### config.mk
export PLATFORM = sky130hd
export DESIGN_NAME = core_ctrl
export DESIGN_NICKNAME = d
export VERILOG_FILES = /design/src/rtl/core_ctrl.sv
export SDC_FILE = /design/constraint.sdc
export NUM_CORES = 1
export LEC_CHECK = 0
export ABC_AREA = 0
export CORE_MARGIN = 2
export CORE_UTILIZATION = 43
export DETAILED_ROUTE_END_ITERATION = 8
export PLACE_DENSITY_LB_ADDON = 0.08
export REMOVE_ABC_BUFFERS = 1
export SLEW_MARGIN = 5
export SYNTH_ARGS = -nofsm -noshare
export SYNTH_HDL_FRONTEND = slang
export SYNTH_SLANG_ARGS = --single-unit
### constraint.sdc
create_clock -name clk -period 3.5 [get_ports clk]
set_clock_uncertainty 0.2 [all_clocks]
set_input_delay 0.525 -clock clk [delete_from_list [all_inputs] [get_ports clk]]
set_output_delay 0.525 -clock clk [all_outputs]
set_load 0.03 [all_outputs]
### src/rtl/core_ctrl.sv
// rtl/core_ctrl.sv - attention core sequencer: loads Q/K rows, then steps feed/execute/drain/write/accumulate/divide.
// Outputs are registered images of the state of the previous cycle; din_ready follows the current state.
module core_ctrl #(
  parameter int bw    = 8,
  parameter int pr    = 16,
  parameter int col   = 8,
  parameter int DRAIN = 16
) (
  input  logic             clk,
  input  logic             reset,
  input  logic             start,
  input  logic [3:0]       num_rows,
  input  logic [pr*bw-1:0] din,
  input  logic             din_valid,
  output logic             din_ready,
  output logic [20:0]      inst,
  output logic [pr*bw-1:0] mem_in,
  output logic             busy,
  output logic             done
);

  localparam int CW = 16;
  localparam logic [CW-1:0] COL_L   = CW'(col);
  localparam logic [CW-1:0] DRAIN_L = CW'(DRAIN);

  localparam int B_DIV   = 20;
  localparam int B_OFIFO = 16;
  localparam int B_EXEC  = 7;
  localparam int B_LOAD  = 6;
  localparam int B_QRD   = 5;
  localparam int B_QWR   = 4;
  localparam int B_KRD   = 3;
  localparam int B_KWR   = 2;
  localparam int B_PRD   = 1;
  localparam int B_PWR   = 0;

  typedef enum logic [3:0] {
    S_IDLE, S_QLOAD, S_KLOAD, S_KFEED, S_EXEC,
    S_DRAIN, S_OWR, S_ACC, S_DIV, S_DONE
  } state_t;

  state_t        state, state_nx;
  logic [CW-1:0] cnt, cnt_nx;
  logic [4:0]    n_q, n_nx;
  logic [CW-1:0] n_ext;
  logic [20:0]   inst_nx;
  logic          mem_ld;

  assign n_ext = CW'(n_q);

  always_comb begin
    state_nx  = state;
    cnt_nx    = cnt;
    n_nx      = n_q;
    inst_nx   = '0;
    mem_ld    = 1'b0;
    din_ready = 1'b0;
    case (state)
      S_IDLE: begin
        if (start) begin
          n_nx     = (num_rows == 4'd0) ? 5'd16 : {1'b0, num_rows};
          cnt_nx   = '0;
          state_nx = S_QLOAD;
        end
      end
      S_QLOAD: begin
        din_ready = 1'b1;
        if (din_valid) begin
          inst_nx[B_QWR]   = 1'b1;
          inst_nx[15:12]   = cnt[3:0];
          mem_ld           = 1'b1;
          if (cnt == n_ext - CW'(1)) begin
            cnt_nx   = '0;
            state_nx = S_KLOAD;
          end else begin
            cnt_nx = cnt + CW'(1);
          end
        end
      end
      S_KLOAD: begin
        din_ready = 1'b1;
        if (din_valid) begin
          inst_nx[B_KWR]   = 1'b1;
          inst_nx[15:12]   = cnt[3:0];
          mem_ld           = 1'b1;
          if (cnt == COL_L - CW'(1)) begin
            cnt_nx   = '0;
            state_nx = S_KFEED;
          end else begin
            cnt_nx = cnt + CW'(1);
          end
        end
      end
      // Read and its consumer overlap by one cycle to cover the SRAM read latency.
      S_KFEED: begin
        if (cnt < COL_L) begin
          inst_nx[B_KRD]   = 1'b1;
          inst_nx[15:12]   = cnt[3:0];
        end
        inst_nx[B_LOAD] = (cnt != '0);
        if (cnt == COL_L) begin
          cnt_nx   = '0;
          state_nx = S_EXEC;
        end else begin
          cnt_nx = cnt + CW'(1);
        end
      end
      S_EXEC: begin
        if (cnt < n_ext) begin
          inst_nx[B_QRD]   = 1'b1;
          inst_nx[15:12]   = cnt[3:0];
        end
        inst_nx[B_EXEC] = (cnt != '0);
        if (cnt == n_ext) begin
          cnt_nx   = '0;
          state_nx = S_DRAIN;
        end else begin
          cnt_nx = cnt + CW'(1);
        end
      end
      S_DRAIN: begin
        if (cnt == DRAIN_L - CW'(1)) begin
          cnt_nx   = '0;
          state_nx = S_OWR;
        end else begin
          cnt_nx = cnt + CW'(1);
        end
      end
      S_OWR, S_ACC, S_DIV: begin
        if (state == S_OWR) begin
          inst_nx[B_OFIFO] = 1'b1;
          inst_nx[B_PWR]   = 1'b1;
          inst_nx[11:8]    = cnt[3:0];
        end else if (state == S_ACC) begin
          inst_nx[B_PRD]   = 1'b1;
          inst_nx[11:8]    = cnt[3:0];
        end else begin
          inst_nx[B_DIV]   = 1'b1;
        end
        if (cnt == n_ext - CW'(1)) begin
          cnt_nx   = '0;
          state_nx = (state == S_OWR) ? S_ACC : (state == S_ACC) ? S_DIV : S_DONE;
        end else begin
          cnt_nx = cnt + CW'(1);
        end
      end
      S_DONE: begin
        state_nx = S_IDLE;
      end
      default: begin
        state_nx = S_IDLE;
        cnt_nx   = '0;
      end
    endcase
  end

  always_ff @(posedge clk) begin
    if (reset) begin
      state  <= S_IDLE;
      cnt    <= '0;
      n_q    <= '0;
      inst   <= '0;
      mem_in <= '0;
      busy   <= 1'b0;
      done   <= 1'b0;
    end else begin
      state <= state_nx;
      cnt   <= cnt_nx;
      n_q   <= n_nx;
      inst  <= inst_nx;
      if (mem_ld) mem_in <= din;
      busy  <= (state != S_IDLE);
      done  <= (state == S_DONE);
    end
  end

endmodule

==> flow_metrics.tcl, run 1 <==
set metrics [dict create \
    outcome "finished clean" \
    holdBufCountCts 0 \
    ios 288 \
    num_vias 6678 \
    antenna_found_initial 0 \
    path_clk_slew_ns 0.07 \
    fmax_ghz 0.315 \
    grt_setup_unrepaired "false" \
    cts_tree "built" \
    slowest_stage "or4_1" \
    nFillCells 1338 \
    cp.required_ns 3.63 \
    route.detailed.drc 0 \
    grt_max_degree 77 \
    vdd_drop_max_mv 0.467 \
    dieArea_um2 16900 \
    worst-path-max-fanout 11 \
    cts_resized 0 \
    power_density_nw_per_um2 671 \
    fin_nets 1258 \
    worst-r2r-setup-slack_ns 0.33 \
    period_share_pct 90.7 \
    track_usage_pct 24.1 \
    synth_area_leaders "dfxtp_1 (50%), nand2_1 (16%), a21oi_1 (9.9%), clkbuf_1 (2.7%), nor2_1 (1.5%)" \
    grt_pass1_wl_um 31800 \
    hold_viol 0 \
    synth_top_cell_by_area "dfxtp_1" \
    yosysWarningCount 0 \
    worstMarginPinSlew_ns 0.823 \
    grt_pass1_vias 5874 \
    postSynth.asyncResetShare_pct 0 \
    seq_area_frac_synth_pct 50.3 \
    postSynthAreaPerCell_um2 7.98 \
    maxSlewHeadroom_pct 43.7 \
    post-place-cells 1311 \
    die_y_um 130 \
    max_stage_delay_ns 0.58 \
    syn_inst 858 \
    ys_ff_latch 172 \
    period_needed_ns 3.17 \
    p_leak_nw 3.66 \
    cp-end-kind "flop" \
    total_power_mw 7.00 \
    ys_types 57 \
    multiInputGateArea_um2 3100 \
    finish.utilization_pct 66.4 \
    holdWs_ns 0.251 \
    area_delta_synth_final_pct 52.4 \
    final_cells 1343 \
    cts_sinks 172 \
    setup_violations 0 \
    synth_ff_type "dfxtp_1" \
    vias_per_cell 4.97 \
    die_w_um 130 \
    gp_congestion 0.862 \
    path_class "reg2reg" \
    cp.arrival_ns 3.30 \
    routed_wl_um 21400 \
    avgRoutedWirePerCell_um 15.9 \
    drv_cap 0 \
    synth_top_cell_area_share_pct 50.3 \
    netlist_area_um2 6840 \
    start_util_pct 43.5 \
    synth-edff-count 0 \
    cts.path.max_buffers 2 \
    cts_buffers 17 \
    hold_class "reg2reg" \
    hpwl_um 15300 \
    grt_remaining_overflow 0 \
    portBuffers 284 \
    h-tree-depth 4 \
    core_area_um2 15700 \
    cts-root-buf "clkbuf_16" \
    clock_latency_ns 0.43 \
    drive_gt1_share_pct 5.41 \
    worstPathCellList "or4_1, or3_1, a2111o_1, o31ai_4, a2111oi_0, a22o_1" \
    ant_nets 0 \
    rows 46 \
    maxSlewViolCount 0 \
    dr.pass1.iters 7 \
    startpoint_type "flop" \
    drtIter0Drc 561 \
    regArea_um2 3440 \
    antenna-diode-count 0 \
    cts_setup_buffers 0 \
]
[cells by family after synthesis]
logic type                 after synthesis  synth area share (%)
AOI/OAI and AO/OA                      203                  18.0
xor gates and xnor gates                 8                  1.02
adders and majority gates                8                  1.46
muxes                                    6                 0.878
other                                    1                0.0548
and+or+nand+nor                        384                  23.5
buffers and inverters                   76                  4.70
DFF                                    172                  50.3
[per-stage QoR]
stage               TNS [ns]  instance area, um2  worst slack [ns]
finish                     0               10400             0.326
global route               0               10400             0.197
CTS                        0               10400             0.366
detailed placement         0                9850             0.368
global placement           0                9850             0.428
floorplan             -35.21                6580            -0.320
[flip-flops by register name, indices dropped and copies added, names as in the netlist]
register / flops
n_q: 5
inst: 17
mem_in: 128
busy: 1
cnt: 16
state: 4
done: 1
[worst paths after layout]
path	endpoint	startpoint	depth (start not counted)
worst max-delay path	cnt[15]	n_q[0]	6
worst min-delay path	mem_in[104]	mem_in[104]	2
worst max register to register	cnt[15]	n_q[0]	6
worst min register to register	mem_in[104]	mem_in[104]	2
[routing by layer]
layer	vias to the layer above	global-route usage, %	share of wire [%]
met5	-	0	0
met4	0	7.59	1.3
met3	22	6.19	6.2
met2	181	41.7	50
met1	3091	29.6	43
li1	3384	-	-
[final cells by class]
class                   count  share of cell area, %
inverters                  13                  0.468
clock buffers              20                   4.48
well taps                 216                   2.59
repair buffers            298                   28.6
clock inverters            12                   1.09
multi-input cells         612                   29.8
flip-flops and latches    172                   33.0
[worst max-delay path: cells and delay by family (launching register included)]
| family | cells | cell delay (ns) |
|---|---|---|
| flip-flops | 1 | 0.35 |
| AO/OA/AOI/OAI | 4 | 1.58 |
| AND/OR/NAND/NOR | 2 | 0.95 |
[synthesized netlist by cell type, types with 6 or more instances]
cell type and instances:
a21o_1 8, or3_1 7, xnor2_1 6, mux2i_1 6, clkbuf_1 49, nand3_1 11, and2_1 8, dfxtp_1 172
a21oi_1 135, nor3_1 10, nor2_1 28, ha_1 8, inv_1 13, a221oi_1 6, nand2b_1 7, nand2_1 289
o21ai_0 14
[cells in the final DEF (no fill, tap or decap), types with 12 or more instances in the layout]
cell type        synthesis  final
nor2_1                  28     28
nand2_1                289    289
inv_1                   13     13
dfxtp_1                172    172
buf_4                    5     12
clkdlybuf4s50_1          0    283
a21oi_1                135    135
clkbuf_16                0     17
o21ai_0                 14     14
[report_power, final]
group          internal (mW)  switching [mW]
registers               2.26           0.182
clock network           1.04           0.803
logic                   1.07            1.65
Note: power is estimated with default switching activity, not from simulation.
==> run 2, diff against run 1 <==
- MAX_ROUTING_LAYER: unset -> met4
==> flow_metrics.tcl, run 2 (synthesis gave the netlist of run 1 again) <==
set metrics [dict create \
    die_w_um 130 \
    cts_resized 0 \
    holdBufCountCts 0 \
    fmax_ghz 0.315 \
    routed_wl_um 21400 \
    grt.busiest_layer "met2" \
    p_leak_nw 3.66 \
    avgRoutedWirePerCell_um 15.9 \
    worstPathCellList "or4_1, or3_1, a2111o_1, o31ai_4, a2111oi_0, a22o_1" \
    vdd_drop_max_mv 0.467 \
    worstMarginPinSlew_ns 0.822 \
    antenna_found_initial 0 \
    drtIter0Drc 468 \
    ant_nets 0 \
    setup_violations 0 \
    cts_setup_buffers 0 \
    cp-end-kind "flop" \
    final_area_um2 10400 \
    largest_reg_flops 128 \
    core_area_um2 15700 \
    fin_tns_setup_ns 0 \
    gp_congestion 0.876 \
    antenna-diode-count 0 \
    area_delta_synth_final_pct 52.4 \
    maxSlewHeadroom_pct 43.8 \
    grt_pass1_vias 5860 \
    use_met3_pct 5.70 \
    max_stage_delay_ns 0.58 \
    path_clk_slew_ns 0.07 \
    worst-path-max-fanout 11 \
    dieArea_um2 16900 \
    num_vias 6729 \
    h-tree-depth 4 \
    hold_viol 0 \
    hpwl_um 15300 \
    cts_tree "built" \
    slowest_stage "or4_1" \
    period_share_pct 90.7 \
    use_met1_pct 30.0 \
    maxSlewViolCount 0 \
    startpoint_type "flop" \
    cp.required_ns 3.63 \
    route.detailed.drc 0 \
    cp.arrival_ns 3.30 \
    path_class "reg2reg" \
    placed_area_um2 9850 \
    portBuffers 284 \
    die_y_um 130 \
    cts-root-buf "clkbuf_16" \
    start_util_pct 43.5 \
    power_density_nw_per_um2 671 \
    period_needed_ns 3.17 \
    ios 288 \
    final_cells 1343 \
    cts_buffers 17 \
    drive_gt1_share_pct 5.41 \
    largest-register "mem_in" \
    cts_sinks 172 \
    fin_nets 1258 \
    grt_setup_unrepaired "false" \
    cts.path.max_buffers 2 \
    hold_class "reg2reg" \
    vias_per_cell 5.01 \
    dr.pass1.iters 5 \
    reg.largest.list "mem_in: 128 flops, inst: 17 flops, cnt: 16 flops" \
    final_common_cell "nand2_1" \
    grt_pass1_wl_um 31900 \
    track_usage_pct 24.9 \
    holdWs_ns 0.252 \
    grt_remaining_overflow 0 \
    layout_common_cells "nand2_1 (289), clkdlybuf4s50_1 (283), dfxtp_1 (172)" \
    rows 46 \
    total_power_mw 7.00 \
    outcome "finished clean" \
    post-place-cells 1311 \
    drv_cap 0 \
    clock_latency_ns 0.43 \
    grt_max_degree 77 \
    nFillCells 1338 \
    grtUsageMet2_pct 41.6 \
]
[run 2: cell counts in the layout (fill, tap and decap cells not counted)]
Identical to the previous run, type by type.
[run 2: critical path: cells and delay by family (launching register included)]
family	cells	cell delay, ns
AO/OA/AOI/OAI	4	1.57
AND/OR/NAND/NOR	2	0.95
flip-flops	1	0.35
[run 2: layout make-up]
class	count	area, um2	share of cell area [%]
clock buffers	20	467	4.48
clock inverters	12	114	1.09
inverters	13	48.8	0.468
multi-input cells	612	3100	29.8
flip-flops and latches	172	3440	33.0
well taps	216	270	2.59
repair buffers	298	2980	28.6
[run 2: final timing paths]
path                from           to  slack [ns]  cells after the start
max reg2reg       n_q[0]      cnt[15]        0.33                      6
min reg2reg  mem_in[104]  mem_in[104]        0.25                      2
max               n_q[0]      cnt[15]        0.33                      6
min          mem_in[104]  mem_in[104]        0.25                      2
[run 2: stage by stage]
step / worst slack (ns) / util [%]
floorplan: -0.320 / -
finish: 0.327 / 66.4
global placement: 0.428 / 62.7
detailed placement: 0.368 / 62.7
global route: 0.210 / 66.4
CTS: 0.366 / 66.4
[run 2: where the power goes]
part           total, mW  switching (mW)  internal [mW]  leakage [nW]
logic               2.71            1.65           1.07          2.00
clock network       1.84           0.805           1.04         0.263
registers           2.45           0.183           2.26          1.40
total               7.00            2.63           4.37          3.66
[run 2: per-layer routing]
metal	vias up	share of wire [%]
li1	3386	-
met4	0	1.1
met5	-	0
met2	216	50
met1	3105	42
met3	22	6.4
==> edit: new RTL, config.mk and constraints of run 1 <==
Change the localparam `CW` from 16 to 17.
--- a/src/rtl/core_ctrl.sv
+++ b/src/rtl/core_ctrl.sv
@@ -20,5 +20,5 @@
 );
 
-  localparam int CW = 16;
+  localparam int CW = 17;
   localparam logic [CW-1:0] COL_L   = CW'(col);
   localparam logic [CW-1:0] DRAIN_L = CW'(DRAIN);
Behaviour: no difference found for any inputs over 4 cycles, from zero or initial values and one cycle with reset high; that may be too few to reach the edited logic, so the function may still have changed.
==> edit against run 1 <==
  * Setup slack got worse by 0.00079 ns
  * Power down 1.9%
  * Synthesized area decreased by 0.24%
  * Sequential cell count grew 1
  * Largest cell class unchanged
  * Cell area about the same
  * Hold slack about the same
  * Routed wire length shrank 0.70%
  * Global-route usage fell by 0.36 points
  * Critical path type is now flop to output port
  * Critical endpoint is now din_ready
==> edit: results (changes against run 1) <==
| Metric | Value |
|---|---|
| Metal1 wirelength | `8.89 mm (was 9.12 mm)` |
| TritonRoute pass-1 iters | `5 (was 7)` |
| Worst slew margin | `27.6% (was 43.7%)` |
| First-pass GRT wire length | `31.1 mm (was 31.8 mm)` |
| Post-synthesis sequential area ratio | `50.7% (was 50.3%)` |
| Worst VDD drop | `0.345 mV (was 0.467 mV)` |
| Initial detailed-routing violation count | `376 (was 561)` |
| Largest fanout on the critical path | `15 (was 11)` |
| Met2 global-route usage | `40.9% (was 41.7%)` |
| Synth Area in XOR/XNOR | `1.36% (was 1.02%)` |
| Pleak | `0.00367 µW (was 0.00366 µW)` |
| Compound-Gate Fraction of Synth Area | `16.1% (was 18.0%)` |
| Gr usage total | `23.8% (was 24.1%)` |
| Largest net degree at the start of global routing | `103 (was 77)` |
| Initial antenna violation count | `1 (was 0)` |
| GRT met3 Usage | `5.49% (was 6.19%)` |
| P_comb | `2480 µW (was 2710 µW)` |
| Crit path max-delay family | `buffers and inverters (was compound AO/OA/AOI/OAI gates)` |
| Slowest CP cell | `clkdlybuf4s50_1 (was or4_1)` |
| Adder-Cell Fraction of Synth Area | `1.47% (was 1.46%)` |
| Psw | `2500 µW (was 2630 µW)` |
| Clk pwr | `1980 µW (was 1840 µW)` |
| Avg WL per Cell | `15.9 µm (about the same)` |
| Status | `complete, no violations (unchanged)` |
| Final Net Count | `1,251 (was 1,258)` |
| Post-synth top cells | `nand2_1 (284), dfxtp_1 (173), a21oi_1 (138) (was nand2_1 (289), dfxtp_1 (172), a21oi_1 (135))` |
| Largest regs | `mem_in (128), cnt (17), inst (17) (was mem_in (128), inst (17), cnt (16))` |
| Vias in the first global route | `5,619 (was 5,874)` |
edit: cell count changes in the layout (fill, tap and decap cells not counted), moves of 5 or more:
cell | before | now
nand3_1 | 10 | 17
o22ai_1 | 0 | 11
nand2_1 | 289 | 283
nor4_1 | 1 | 6
o21ai_0 | 14 | 4
and3_1 | 3 | 9
nand2b_1 | 7 | 2
nor4b_1 | 0 | 5
a21o_1 | 8 | 1
or3_1 | 7 | 1
a221oi_1 | 6 | 0
o21ai_1 | 0 | 9
edit: metrics by stage:
stage	power [µW]	setup slack (ns)	util (%)	cells
2_1_floorplan	3860	-0.862	-	794
3_3_place_gp	4920	0.501	62.3	1304
3_5_place_dp	4940	0.455	62.3	1304
4_1_cts	6920	0.299	66.3	1336
5_1_grt	7210	0.170	66.3	1336
6_report	6870	0.325	66.3	1336
edit: layout make-up:
cell class | count | area, µm²
Fill cell | 1411 | 5290
Sequential cell | 173 | 3460
Multi-Input combinational cell | 610 | 3060
Timing Repair Buffer | 294 | 2950
Clock buffer | 20 | 467
Tap cell | 216 | 270
Clock inverter | 12 | 160
Inverter | 11 | 41.3
edit: final timing paths:
path / startpoint / end / slack (ns) / depth (start not counted)
setup reg to reg: cnt[3] / cnt[14] / 0.63 / 7
setup / recovery: state[0] / din_ready / 0.32 / 3
hold / removal: mem_in[54] / mem_in[54] / 0.25 / 2
hold reg to reg: mem_in[54] / mem_in[54] / 0.25 / 2
edit: kinds of logic (layout without fill, tap and decap cells):
group / count (synthesis) / in the layout
AND/OR/NAND/NOR: 390 / 390
AO/OA/AOI/OAI: 197 / 197
flip-flops: 173 / 173
buffers and inverters: 75 / 337
XOR/XNOR: 9 / 9
adder cells (fa/ha/maj): 8 / 8
multiplexers: 3 / 3
other: 1 / 3
